## config.mk

```make
export PLATFORM = sky130hd
export DESIGN_NAME = tlb_req_arb_flat
export DESIGN_NICKNAME = d
export VERILOG_FILES = /design/src/rtl/tlb_req_arb_if.sv /design/src/rtl/tlb_req_arb.sv /design/src/flat_wrapper.sv
export SDC_FILE = /design/constraint.sdc
export NUM_CORES = 1
export LEC_CHECK = 0
export CELL_PAD_IN_SITES_DETAIL_PLACEMENT = 0
export CELL_PAD_IN_SITES_GLOBAL_PLACEMENT = 1
export CORE_MARGIN = 2
export CORE_UTILIZATION = 32
export DETAILED_ROUTE_END_ITERATION = 10
export PLACE_DENSITY_LB_ADDON = 0.1
export SLEW_MARGIN = 15
export SYNTH_ARGS = -nofsm -noshare
export SYNTH_HDL_FRONTEND = slang
export SYNTH_SLANG_ARGS = --single-unit
export TNS_END_PERCENT = 20
```

## constraint.sdc

```tcl
create_clock -name clk -period 1.7 [get_ports clk]
set_clock_uncertainty 0.2 [all_clocks]
set_input_delay 0.17 -clock clk [delete_from_list [all_inputs] [get_ports clk]]
set_output_delay 0.17 -clock clk [all_outputs]
set_load 0.02 [all_outputs]
```

## src/rtl/tlb_req_arb_if.sv

```systemverilog
// tlb_req_arb_if: bundle of the I-side, D-side and TLB lookup-port signals
// around the TLB request arbiter.
//   master : the arbiter (drives acks, responses and the TLB lookup pulse)
//   slave  : the clients/TLB environment around it
interface tlb_req_arb_if #(
    parameter int VA_W  = 52,
    parameter int RSP_W = 57
);
    // I-side requester
    logic             iside_req;
    logic [VA_W-1:0]  iside_va;
    logic             iside_ack;
    logic             iside_rsp_valid;
    logic [RSP_W-1:0] iside_rsp;
    // D-side requester
    logic             dside_req;
    logic [VA_W-1:0]  dside_va;
    logic             dside_ack;
    logic             dside_rsp_valid;
    logic [RSP_W-1:0] dside_rsp;
    // TLB lookup port
    logic             tlb_req;
    logic             tlb_sel;
    logic [VA_W-1:0]  tlb_va;
    logic             tlb_rsp_valid;
    logic [RSP_W-1:0] tlb_rsp;
    // status
    logic             busy;
    logic             spurious_err;

    modport master (
        input  iside_req, iside_va, dside_req, dside_va, tlb_rsp_valid, tlb_rsp,
        output iside_ack, iside_rsp_valid, iside_rsp,
        output dside_ack, dside_rsp_valid, dside_rsp,
        output tlb_req, tlb_sel, tlb_va, busy, spurious_err
    );

    modport slave (
        output iside_req, iside_va, dside_req, dside_va, tlb_rsp_valid, tlb_rsp,
        input  iside_ack, iside_rsp_valid, iside_rsp,
        input  dside_ack, dside_rsp_valid, dside_rsp,
        input  tlb_req, tlb_sel, tlb_va, busy, spurious_err
    );
endinterface

```

## src/rtl/tlb_req_arb.sv

```systemverilog
// tlb_req_arb: shares the single TLB lookup port between the I-side and
// D-side miss logic. One lookup outstanding at a time; the TLB response is
// steered back to the side that owns it and held there.
//
// Optional feature macro: TLB_REQ_ARB_RR_EN
//   defined   -> round-robin tie-break via a last_grant register
//   undefined -> fixed priority, I-side wins every tie
//
// Side index convention throughout: 0 = I-side, 1 = D-side.
module tlb_req_arb #(
    parameter int VA_W  = 52,
    parameter int RSP_W = 57
) (
    input  logic          clk,
    input  logic          reset,
    tlb_req_arb_if.master bus
);
    localparam int SIDES = 2;

    typedef enum logic {
        S_IDLE = 1'b0,
        S_WAIT = 1'b1
    } state_t;

    state_t                        state_q, state_d;
    logic                          tlb_req_q, tlb_req_d;
    logic                          tlb_sel_q, tlb_sel_d;
    logic [VA_W-1:0]               tlb_va_q, tlb_va_d;
    logic [SIDES-1:0]              ack_q, ack_d;
    logic [SIDES-1:0]              rv_q, rv_d;
    logic [SIDES-1:0][RSP_W-1:0]   rsp_q, rsp_d;
    logic                          spur_q, spur_d;

    logic [SIDES-1:0]              req;
    logic [SIDES-1:0][VA_W-1:0]    va;
    logic                          win;

    assign req   = {bus.dside_req, bus.iside_req};
    assign va[0] = bus.iside_va;
    assign va[1] = bus.dside_va;

`ifdef TLB_REQ_ARB_RR_EN
    logic last_grant_q, last_grant_d;

    // On a tie the side not granted last time wins; otherwise the lone requester.
    always_comb begin
        win = req[1];
        if (&req) win = ~last_grant_q;
    end
`else
    // Fixed priority: I-side whenever it asks, D-side only when alone.
    always_comb begin
        win = ~req[0];
    end
`endif

    // Next-state and registered-output logic for the IDLE/WAIT machine.
    always_comb begin
        state_d   = state_q;
        tlb_req_d = 1'b0;
        tlb_sel_d = tlb_sel_q;
        tlb_va_d  = tlb_va_q;
        ack_d     = '0;
        rv_d      = '0;
        rsp_d     = rsp_q;
        spur_d    = spur_q;
`ifdef TLB_REQ_ARB_RR_EN
        last_grant_d = last_grant_q;
`endif
        case (state_q)
            S_IDLE: begin
                // A response with nothing outstanding is dropped but remembered.
                if (bus.tlb_rsp_valid) spur_d = 1'b1;
                if (|req) begin
                    state_d    = S_WAIT;
                    tlb_req_d  = 1'b1;
                    tlb_sel_d  = win;
                    tlb_va_d   = va[win];
                    ack_d[win] = 1'b1;
`ifdef TLB_REQ_ARB_RR_EN
                    last_grant_d = win;
`endif
                end
            end
            S_WAIT: begin
                // Requests are deliberately ignored here; they stay pending on
                // the held req level until the machine is back in IDLE.
                if (bus.tlb_rsp_valid) begin
                    rsp_d[tlb_sel_q] = bus.tlb_rsp;
                    rv_d[tlb_sel_q]  = 1'b1;
                    state_d          = S_IDLE;
                end
            end
            default: state_d = S_IDLE;
        endcase
    end

    // State and output registers; synchronous reset abandons any lookup.
    always_ff @(posedge clk) begin
        if (reset) begin
            state_q   <= S_IDLE;
            tlb_req_q <= 1'b0;
            tlb_sel_q <= 1'b0;
            tlb_va_q  <= '0;
            ack_q     <= '0;
            rv_q      <= '0;
            rsp_q     <= '0;
            spur_q    <= 1'b0;
        end else begin
            state_q   <= state_d;
            tlb_req_q <= tlb_req_d;
            tlb_sel_q <= tlb_sel_d;
            tlb_va_q  <= tlb_va_d;
            ack_q     <= ack_d;
            rv_q      <= rv_d;
            rsp_q     <= rsp_d;
            spur_q    <= spur_d;
        end
    end

`ifdef TLB_REQ_ARB_RR_EN
    // Reset to D-side so the I-side wins the first tie.
    always_ff @(posedge clk) begin
        if (reset) last_grant_q <= 1'b1;
        else       last_grant_q <= last_grant_d;
    end
`endif

    assign bus.tlb_req         = tlb_req_q;
    assign bus.tlb_sel         = tlb_sel_q;
    assign bus.tlb_va          = tlb_va_q;
    assign bus.iside_ack       = ack_q[0];
    assign bus.dside_ack       = ack_q[1];
    assign bus.iside_rsp_valid = rv_q[0];
    assign bus.dside_rsp_valid = rv_q[1];
    assign bus.iside_rsp       = rsp_q[0];
    assign bus.dside_rsp       = rsp_q[1];
    assign bus.busy            = (state_q == S_WAIT);
    assign bus.spurious_err    = spur_q;

endmodule

```

## src/flat_wrapper.sv

```systemverilog
// flat-port wrapper written by rule: the top's interface ports become plain ports
module tlb_req_arb_flat 
#(
    parameter int VA_W  = 52,
    parameter int RSP_W = 57
)
  (clk, reset, bus_iside_req, bus_iside_va, bus_dside_req, bus_dside_va, bus_tlb_rsp_valid, bus_tlb_rsp, bus_iside_ack, bus_iside_rsp_valid, bus_iside_rsp, bus_dside_ack, bus_dside_rsp_valid, bus_dside_rsp, bus_tlb_req, bus_tlb_sel, bus_tlb_va, bus_busy, bus_spurious_err);
  tlb_req_arb_if #(.VA_W(VA_W), .RSP_W(RSP_W)) bus_i ();
  input  logic clk;
  input  logic reset;
  input wire logic [$bits(bus_i.iside_req)-1:0] bus_iside_req;
  input wire logic [$bits(bus_i.iside_va)-1:0] bus_iside_va;
  input wire logic [$bits(bus_i.dside_req)-1:0] bus_dside_req;
  input wire logic [$bits(bus_i.dside_va)-1:0] bus_dside_va;
  input wire logic [$bits(bus_i.tlb_rsp_valid)-1:0] bus_tlb_rsp_valid;
  input wire logic [$bits(bus_i.tlb_rsp)-1:0] bus_tlb_rsp;
  output wire logic [$bits(bus_i.iside_ack)-1:0] bus_iside_ack;
  output wire logic [$bits(bus_i.iside_rsp_valid)-1:0] bus_iside_rsp_valid;
  output wire logic [$bits(bus_i.iside_rsp)-1:0] bus_iside_rsp;
  output wire logic [$bits(bus_i.dside_ack)-1:0] bus_dside_ack;
  output wire logic [$bits(bus_i.dside_rsp_valid)-1:0] bus_dside_rsp_valid;
  output wire logic [$bits(bus_i.dside_rsp)-1:0] bus_dside_rsp;
  output wire logic [$bits(bus_i.tlb_req)-1:0] bus_tlb_req;
  output wire logic [$bits(bus_i.tlb_sel)-1:0] bus_tlb_sel;
  output wire logic [$bits(bus_i.tlb_va)-1:0] bus_tlb_va;
  output wire logic [$bits(bus_i.busy)-1:0] bus_busy;
  output wire logic [$bits(bus_i.spurious_err)-1:0] bus_spurious_err;
  assign bus_i.iside_req = bus_iside_req;
  assign bus_i.iside_va = bus_iside_va;
  assign bus_i.dside_req = bus_dside_req;
  assign bus_i.dside_va = bus_dside_va;
  assign bus_i.tlb_rsp_valid = bus_tlb_rsp_valid;
  assign bus_i.tlb_rsp = bus_tlb_rsp;
  assign bus_iside_ack = bus_i.iside_ack;
  assign bus_iside_rsp_valid = bus_i.iside_rsp_valid;
  assign bus_iside_rsp = bus_i.iside_rsp;
  assign bus_dside_ack = bus_i.dside_ack;
  assign bus_dside_rsp_valid = bus_i.dside_rsp_valid;
  assign bus_dside_rsp = bus_i.dside_rsp;
  assign bus_tlb_req = bus_i.tlb_req;
  assign bus_tlb_sel = bus_i.tlb_sel;
  assign bus_tlb_va = bus_i.tlb_va;
  assign bus_busy = bus_i.busy;
  assign bus_spurious_err = bus_i.spurious_err;
  tlb_req_arb #(.VA_W(VA_W), .RSP_W(RSP_W)) u_core (.clk(clk), .reset(reset), .bus(bus_i));
endmodule
```

Yosys cells after proc, flatten, opt, wreduce, memory -nomap -nowiden
Cells that the tools add are included.
{ "totals": {"ff_bits": 174, "in_bits": 166, "out_inout_bits": 174, "wordCells": 38} }
{ "classes": {"magnitude_cmp": 4, "mux": 12, "n_bitwise": 4, "reduce_logical": 9} }
{ "ops": {"columns": ["cell", "count"], "rows": [
  ["114-bit bitwise mux", 1],
  ["52-bit two-way mux", 2],
  ["57-bit demux with 1-bit select", 1],
  ["57-bit two-way mux", 1],
  ["2-bit AND reduction", 3],
  ["3-bit OR reduction", 2],
  ["1-bit by 2-bit less-than comparator with 1-bit output, second input constant", 2],
  ["1-bit two-way mux", 4],
  ["1-bit inverter", 4],
  ["2-bit OR reduction", 2],
  ["1-bit demux with 1-bit select", 2],
  ["1-bit greater-or-equal comparator, second input constant", 2],
  ["1-bit logical AND", 2],
  ["1-bit case mux with 2 select lines", 1]
]} }

Logic depth before layout (Yosys ltp)
Gate-level depths: netlist of the first run.
{ "depth": {"depth_word": 5, "depth_mapped": 5, "mapped_depth_nobuf": 2} }

Least setup slack after synthesis of the first run
No wires, ideal clock.
{ "synth_path": {"kind": "flip-flop to flip-flop", "from": "reg u_core.state_q, in the netlist u_core.bus.busy", "to": "reg u_core.rsp_q (netlist bit u_core.bus.iside_rsp[36])", "setup_time_ps": 72, "arrival_ps": 1276, "required_time_ps": 1428, "path_slack_ps": 153, "stages_incl_launch_ff": 6, "path_buffers": 3, "period_less_slack_ps": 1547, "path_cell_list": "dfxtp_1 buf_6 and3b_1 buf_4 buf_4 mux2i_1"} }
{ "synth_between": {"elab_chain_len": 1} }
{ "synth_lines": {"columns": ["item", "line_no", "rtl"], "rows": [
  ["start: declaration", "tlb_req_arb.sv:25", "state_t state_q, state_d;"],
  ["start signal: assignment", "tlb_req_arb.sv:110", "state_q <= state_d;"],
  ["2-bit AND reduction (no line)", null, null],
  ["end signal: assignment", "tlb_req_arb.sv:116", "rsp_q <= rsp_d;"],
  ["end: declaration", "tlb_req_arb.sv:31", "logic [SIDES-1:0][RSP_W-1:0] rsp_q, rsp_d;"]
]} }
No other way between the ends.
A chain may end at the register's enable or synchronous reset.

Worst setup path after layout of the first run
{ "layout_path": {"from": "reg u_core.tlb_sel_q, in the netlist u_core.bus.tlb_sel", "to": "out bus_tlb_sel"} }
{ "layout_rtl": {"columns": ["item", "line_no", "rtl"], "rows": [
  ["start: declaration", "tlb_req_arb.sv:27", "logic tlb_sel_q, tlb_sel_d;"],
  ["start signal: assignment", "tlb_req_arb.sv:112", "tlb_sel_q <= tlb_sel_d;"],
  ["end: declaration", "flat_wrapper.sv:24", "output wire logic [$bits(bus_i.tlb_sel)-1:0] bus_tlb_sel;"]
]} }
No word-level cell between the ends.

==> results of run 1 <==
==> per-stage QoR <==
| stage | cell area [sq um] | hold slack [ps] | setup TNS [ps] | utilization [%] |
|---|---|---|---|---|
| floorplan | 7820 | 123 | 0 | - |
| global placement | 11600 | 237 | 0 | 48.0 |
| detailed placement | 11600 | 242 | -12.5 | 48.0 |
| CTS | 12000 | 31.3 | 0 | 49.5 |
| global route | 12000 | 51.1 | 0 | 49.5 |
| finish | 12000 | 56.6 | 0 | 49.5 |
==> cells in the final DEF (no fill, tap or decap), types with 5 or more instances in the layout <==
cell type and count:
mux2i_1 166, o32ai_1 5, clkdlybuf4s50_1 163, clkbuf_16 17, buf_4 12, buf_12 13
dfxtp_1 173, dlygate4sd2_1 172, clkinv_4 5, nand2b_1 225, o32ai_2 47
==> worst min-delay path by stage <==
| stage | start | end | slack, ps | depth (start not counted) |
|---|---|---|---|---|
| floorplan | bus_tlb_rsp_valid | u_core.bus.spurious_err | 120 | 2 |
| global placement | u_core.bus.spurious_err | u_core.bus.spurious_err | 240 | 2 |
| detailed placement | u_core.bus.spurious_err | u_core.bus.spurious_err | 240 | 2 |
| CTS | reset | u_core.rv_q[0] | 30 | 3 |
| global route | reset | u_core.rv_q[0] | 50 | 3 |
| finish | reset | u_core.rv_q[0] | 60 | 3 |
==> cells by family (layout without fill, tap and decap cells) <==
group,after synthesis,after routing,share of synthesized area [%]
compound gates,57,57,10.8
simple gates,236,236,18.7
buf+inv,66,399,4.72
flops,174,174,44.5
mux,166,166,21.2
==> power by group through the flow <==
stage	clock, W	combinational, W	sequential, W
after floorplan	0	0.000767	0.00471
after global placement	0	0.00201	0.00448
after detailed placement	0	0.00201	0.00448
after CTS	0.00394	0.00188	0.00438
after global routing	0.00410	0.00198	0.00441
final	0.00380	0.00185	0.00438
==> what timing repair did <==
item	CTS	global route
buffers inserted	0	0
hold buffers	1	0
endpoints found under the hold margin	1	0
endpoints found under the setup margin	174	2
resized for setup	175	2
==> sequential cells by signal, summed over array words and instances (netlist names) <==
name,count
u_core.bus.dside_rsp,57
u_core.bus.iside_rsp,57
u_core.bus.tlb_va,52
u_core.ack_q,2
u_core.rv_q,2
u_core.bus.busy,1
u_core.bus.spurious_err,1
u_core.bus.tlb_req,1
u_core.bus.tlb_sel,1
==> per-layer routing <==
| layer | part of all wire (%) | vias up | GRT usage (%) |
|---|---|---|---|
| met3 | 8.6 | 18 | 7.10 |
| met1 | 43 | 2775 | 20.9 |
| met4 | 1.1 | 0 | 4.34 |
| li1 | - | 3051 | - |
| met2 | 48 | 203 | 30.0 |
| met5 | 0 | - | 0 |
==> area by class of cell <==
| class | count | share of cell area [%] |
|---|---|---|
| clock buffers | 19 | 3.61 |
| clock inverters | 13 | 1.12 |
| inverters | 4 | 0.125 |
| multi-input cells | 459 | 33.3 |
| flip-flops and latches | 174 | 29.1 |
| well taps | 324 | 3.38 |
| repair buffers | 363 | 29.4 |
==> impl_metrics.ini, run 1 <==
[setup_path]
reg2reg_depth = 3
crit_cells = 1
cpLargestDelayFamily = flip-flops
setup.worst_path.class = register to output pin
crit_required_ps = 1330
end_kind = output pin
max_stage_delay_ps = 450
crit_path_top_delay_cell = dfxtp_1
cp-endpoint = bus_tlb_sel
critPathLaunchType = register
worstSetupStartpoint = u_core.bus.tlb_sel
worstPathMaxFanout = 6
crit_arrival_ps = 1260
crit_buf_inv = 1
rr_endpoint = u_core.bus.tlb_va[43]
reg2reg_slack_ps = 160
cp_cell_sequence = clkdlybuf4s15_1
timing.rr.start = u_core.bus.busy

[power]
power_frac_comb_pct = 18.4
p_total_w = 0.0100
internal_power_w = 0.00729
pwr-share-clk_pct = 37.9
total_leakage_power_nw = 5.39
ir_drop_mv = 0.551
switching_power_w = 0.00273
cellPowerDensity_nw_per_um2 = 837
p_seq_share_pct = 43.7
swShare_pct = 27.3

[worst_hold_path]
holdCritPathClass = input pin to register

[synth]
seq_area_frac_synth_pct = 44.5
synthTopCellsByArea = dfxtp_1 45%, mux2i_1 21%, nand2b_1 18%
synth_top_cell_by_area = dfxtp_1
synth_most_common_cell = nand2b_1
synthArstFlopShare_pct = 0
ys_types = 22
ys_warn_count = 0
syn_inst = 699
yosys.area.top_type_share_pct = 44.5
syn_area_sq_um = 7820
synth_edf_count = 0
yosys_most_used_dff = dfxtp_1
synth_common_cells = 225 x nand2b_1, 174 x dfxtp_1, 166 x mux2i_1
ys_ff_latch = 174
avgSynthCellArea_sq_um = 11.2
syn-num-nets = 865

[sta]
rsz0062_at_grt = no
finalMaxSlewViolations = 0
slew_headroom_pct = 74.5
setup_viol = 0
worstMarginPinSlew_ps = 372
hold_viol = 0
min_period_over_period_pct = 95.7
worst_slack_ps = 72.6
fin_crit_ps = 1630
max_freq_mhz = 614

[finish]
stdcell_count = 1356
syn_to_final_growth_pct = 53.1
diodes = 0
multi_input_area_sq_um = 3990
finalNetCount = 1185
fillers = 2295
drive_above_1_share_pct = 10.6
final-seq-area_sq_um = 3480

[die]
coreArea_sq_um = 24200
rows = 57
io_pins = 340
die_area_sq_um = 25700
initial_utilization_pct = 32.4
die-height_um = 160
die_x_um = 160

[global_routing]
antenna_found_initial = 0
grt_pass1_vias = 6183
grtUsageTotal_pct = 17.7
gr-total-overflow = 0
grt_pass1_wl_um = 35500
grt_max_degree = 106

[detailed_routing]
dr.first_iter.drc_count = 183
vias = 6047
route.detailed.drc = 0
drtAntennaViolNets = 0
firstDrtPassIters = 4
post_drt_wl_per_cell_um = 16.8
viasPerCell = 4.46
drt-total-wl_um = 22800

[cts]
clk_latency_ps = 420
h-tree-depth = 4
clockRootBuffer = clkbuf_16
cts.sinks = 174
clk_pin_slew_ps = 70
clk_path_buf_depth = 2
tritoncts = done
cts_made_buffers = 17

[flow_run]
max_cap_violations = 0

[placement]
dp.final_hpwl_um = 16500
placed_cells = 1323
portBuffers = 339
dpl_worst_slack_ps = -12.5
finalWeightedCongestion = 0.735

[status]
status = completed
No activity file was read; power rests on OpenSTA's default activity.
==> inputs of run 2 (changes only) <==
Settings changed: PLACE_DENSITY_LB_ADDON 0.1 to 0.15, TNS_END_PERCENT 20 to default.
==> run 2 against run 1 <==
Critical path depth did not move. Clock-buffer cell count unchanged. Global-route usage shrank 0.45 points. Die area unchanged. Via count is 0.88% lower. Sequential cell count stayed put. Combinational power about the same. Design area increased by 1.6%. Wire length shrank 2.3%. Largest power group is now the clock network. Highest routed layer unchanged.
==> impl_metrics.ini, run 2 (same netlist as run 1, synthesis figures left out) <==
[sta]
fin_crit_ps = 1620
hold_ws_ps = 28.5
worstMarginPinSlew_ps = 336
rsz0062_at_grt = no
finalMaxSlewViolations = 0
min_period_over_period_pct = 95.2
worst_slack_ps = 81.9
max_freq_mhz = 618
slew_headroom_pct = 77.0
setup_viol = 0
hold_viol = 0

[die]
coreArea_sq_um = 24200
die-height_um = 160
rows = 57
die_x_um = 160
initial_utilization_pct = 32.4
die_area_sq_um = 25700
io_pins = 340

[cts]
tritoncts = done
cts.sinks = 174
clk_latency_ps = 410
clk_path_buf_depth = 2
h-tree-depth = 4
post_cts_buffers = 0
clk_pin_slew_ps = 70
clockRootBuffer = clkbuf_16
cts_made_buffers = 17

[worst_hold_path]
worstHoldStart = reset
holdCritPathClass = input pin to register

[detailed_routing]
vias = 5994
drt-total-wl_um = 22300
post_drt_wl_per_cell_um = 16.4
route.detailed.drc = 0
viasPerCell = 4.42
dr.first_iter.drc_count = 194
firstDrtPassIters = 4
drtAntennaViolNets = 0

[finish]
final_cell_mix = 225 x nand2b_1, 174 x dfxtp_1, 172 x dlygate4sd2_1
fillers = 2260
finalNetCount = 1185
syn_to_final_growth_pct = 55.6
final_common_cell = nand2b_1
drive_above_1_share_pct = 10.6

[setup_path]
cp_cell_sequence = clkdlybuf4s15_1
crit_arrival_ps = 1250
worstSetupStartpoint = u_core.bus.tlb_sel
crit_required_ps = 1330
worstPathMaxFanout = 6
crit_buf_inv = 1
cpLargestDelayFamily = flip-flops
timing.rr.start = u_core.bus.busy
setup.worst_path.class = register to output pin
crit_path_top_delay_cell = dfxtp_1
end_kind = output pin
critPathLaunchType = register
max_stage_delay_ps = 450

[power]
total_leakage_power_nw = 5.48
ir_drop_mv = 0.566
cellPowerDensity_nw_per_um2 = 890

[global_routing]
grt_max_degree = 67
grt_pass1_vias = 6132
antenna_found_initial = 0
grt_pass1_wl_um = 34800
grtUsageTotal_pct = 17.2
gr-total-overflow = 0

[placement]
finalWeightedCongestion = 0.742
portBuffers = 339
dpl_worst_slack_ps = -12.2
dp.final_hpwl_um = 16100

[status]
status = completed

[flow_run]
max_cap_violations = 0
==> run 2: cell count changes in the layout (fill, tap and decap cells not counted), moves of 2 or more <==
cell	change
buf_12	+5
buf_4	-5
bufinv_16	+5
clkinv_4	-4
clkinvlp_4	-2
==> run 2: worst paths after layout <==
kind / to / slack (ps) / depth (start not counted)
worst max-delay path: bus_tlb_sel / 80 / 1
worst min-delay path: u_core.bus.spurious_err / 30 / 3
worst max register to register: u_core.bus.iside_rsp[34] / 180 / 4
worst min register to register: u_core.bus.spurious_err / 250 / 2
==> run 2: what timing repair did <==
action | in CTS | in global routing
hold buffers | 1 | 0
hold endpoints to repair | 1 | 0
setup endpoints to repair | 174 | 2
gates resized for setup | 174 | 2
==> run 2: area by class of cell <==
| class | count | area [sq um] | share of cell area, % |
|---|---|---|---|
| antenna | 1 | 2.50 | 0.0206 |
| clock inverter | 13 | 249 | 2.05 |
| sequential | 174 | 3480 | 28.6 |
| multi-input combinational | 459 | 3990 | 32.8 |
| timing repair buffer | 363 | 3580 | 29.4 |
| inverter | 4 | 15.0 | 0.123 |
| tap | 324 | 405 | 3.33 |
| clock buffer | 19 | 443 | 3.64 |
==> run 2: power by group <==
group,switching (W),leakage (nW),internal (W)
Clock,0.00174,0.339,0.00285
Combinational,0.000890,3.73,0.000976
Sequential,0.0000957,1.42,0.00428
Total,0.00273,5.48,0.00810
==> run 2: through the flow <==
step           instance area [sq um]  TNS, ps  std cells  utilization (%)  power [W]
2_1_floorplan                   7820        0        699                -    0.00548
3_3_place_gp                   11700        0       1323             48.3    0.00649
3_5_place_dp                   11700    -80.1       1323             48.3    0.00650
4_1_cts                        12200        0       1356             50.3     0.0110
5_1_grt                        12200        0       1356             50.3     0.0113
6_report                       12200        0       1357             50.3     0.0108
==> run 2: layer usage <==
layer  routed length (um)  GRT usage (%)
met5                    0              0
met4                  315           4.59
met3                 1970           6.74
met2                10200           28.0
met1                 9870           21.4
==> patch: new RTL, settings of run 1 <==
The option `TLB_REQ_ARB_RR_EN` is turned on by a define.
--- a/src/rtl/tlb_req_arb.sv
+++ b/src/rtl/tlb_req_arb.sv
@@ -7,6 +7,8 @@
 //   undefined -> fixed priority, I-side wins every tie
 //
 // Side index convention throughout: 0 = I-side, 1 = D-side.
+`define TLB_REQ_ARB_RR_EN
+
 module tlb_req_arb #(
     parameter int VA_W  = 52,
     parameter int RSP_W = 57
Function: changed (Yosys sat finds a counterexample within 4 cycles, from zero or initial values and one cycle with reset high).
==> patch against run 1 <==
- cell area down 11%
- worst hold slack gained 0.035 ns
- sequential power up 0.9%
- via count grew 8.5%
- total power down 1.2%
- count of clock-buffer cells in the layout fell by 1
- sequential cell count rose by 1
- wire length down 4.1%
- setup slack better by 0.037 ns
- critical path depth unchanged
- area after synthesis down 18%
- largest cell class is now buffers
- highest routed layer unchanged
==> patch: results (changes against run 1) <==
Synthesis Warnings -> 0 (unchanged)
DR WL/cell -> 15.46 um (was 16.83 um)
Crit-path max cell delay -> 0.43 ns (was 0.45 ns)
Place WS -> -0.2061 ns (was -0.01245 ns)
Root buf cell -> clkbuf_16 (unchanged)
1st-iter DRT viols -> 229 (was 183)
Top cells by count, synth -> 282 x nand2_1, 175 x dfxtp_1, 169 x a21oi_1, 57 x nor2_1, 53 x a211oi_1 (was 225 x nand2b_1, 174 x dfxtp_1, 166 x mux2i_1, 47 x o32ai_2, 26 x clkbuf_1)
CP top delay family -> flip-flops (unchanged)
Share of cells above drive strength 1 -> 0.06082 (was 0.1056)
Post-synthesis cell count -> 816 (was 699)
Largest fanout on the critical path -> 10 (was 6)
Mapped Nets -> 982 (was 865)
Run status -> completed (unchanged)
Area contributors post-synth -> dfxtp_1 55%, nand2_1 16%, a21oi_1 13% (was dfxtp_1 45%, mux2i_1 21%, nand2b_1 18%)
All-layer global routing usage -> 0.2044 (was 0.1767)
RD Place Congestion -> 0.7781 (was 0.7350)
DR pass1 iterations -> 4 (unchanged)
R2R cell count -> 4 (was 3)
ANT cells -> 0 (unchanged)
Distinct cells, synth -> 19 (was 22)
Via/cell ratio -> 4.633 (was 4.459)
First-pass GRT wire length -> 34690 um (was 35550 um)
Placed Cells -> 1383 (was 1323)
Arr. time, crit path -> 1.22 ns (was 1.26 ns)
VDD IR max -> 0.5970 mV (was 0.5509 mV)
Fraction of registers with async set/reset -> 0 (unchanged)
Largest net degree at the start of global routing -> 64 (was 106)
Final Routed Wirelength -> 21890 um (was 22830 um)
CTS H-tree lvls -> 4 (unchanged)
LEAKAGE -> 4.662 nW (was 5.393 nW)
Clk Latency, worst-skew pair -> 0.42 ns (about the same)
Initial antenna violation count -> 1 (was 0)
CP max stage cell -> dfxtp_2 (was dfxtp_1)
IO buf count -> 339 (unchanged)
TritonCTS Buffers -> 17 (unchanged)
Maximum clock path buffer count -> 2 (unchanged)
Tightest Hold Check Type -> input port to flip-flop (unchanged)
Fill cells -> 1956 (was 2295)
Vias in the first global route -> 6304 (was 6183)
DPL Wire Length -> 15460 um (was 16550 um)
Slew headroom -> 0.7947 (was 0.7449)
Layout Nets -> 1304 (was 1185)
Sequential area share after synthesis -> 0.5455 (was 0.4452)
patch: path summary, 6_finish.rpt:
path	slack, ns	startpoint	to
hold reg to reg	0.25	u_core.bus.dside_rsp[7]$_SDFFE_PP0P_	u_core.bus.dside_rsp[7]$_SDFFE_PP0P_
setup reg to reg	0.23	u_core.bus.busy$_SDFF_PP0_	u_core.bus.tlb_va[33]$_SDFFE_PP0P_
setup / recovery	0.11	u_core.bus.busy$_SDFF_PP0_	bus_busy
hold / removal	0.09	bus_iside_va[33]	u_core.bus.tlb_va[33]$_SDFFE_PP0P_
patch: per-layer routing:
metal	vias to the layer above	track usage	wire, um
met5	-	0	0
met4	0	0.06471	404
met3	28	0.07837	1783
met2	227	0.3580	10790
met1	2964	0.2288	8913
li1	3342	-	-
patch: timing repair:
item | 4_1_cts | 5_1_grt
gates resized for setup | 175 | 1
setup buffers | 0 | 0
endpoints found under the hold margin | 11 | 0
hold buffers | 1 | 0
setup endpoints to repair | 174 | 1
patch: where the power goes:
group          switching [mW]  internal [mW]  total [mW]
Clock                    1.79           1.93        3.72
Sequential              0.106           4.32        4.42
Combinational           0.922          0.838        1.76
patch: stage by stage:
stage,TNS [ns],cell area [um^2],util
after global routing,0,10640,0.5433
after CTS,0,10640,0.5433
final,0,10640,0.5433
after floorplan,0,6422,-
after global placement,-4.511,10290,0.5251
after detailed placement,-7.450,10290,0.5251
patch: logic make-up (layout without fill, tap and decap cells):
group | after synthesis | in the layout | share of synthesized area
AND/OR/NAND/NOR | 346 | 346 | 0.2049
AO/OA/AOI/OAI | 227 | 227 | 0.2020
flip-flops | 175 | 175 | 0.5455
buffers and inverters | 68 | 403 | 0.04753
patch: worst min-delay path: stages:
cell and delay (ns):
clkdlybuf4s50_1 0.40, nand2_1 0.05, a211oi_1 0.05
patch: layout make-up:
cell class / count / share of cell area
repair buffers: 370 / 0.3391
flip-flops and latches: 175 / 0.3293
multi-input cells: 573 / 0.2473
clock buffers: 18 / 0.04032
well taps: 265 / 0.03115
clock inverters: 14 / 0.01246
inverters: 1 / 0.0003526
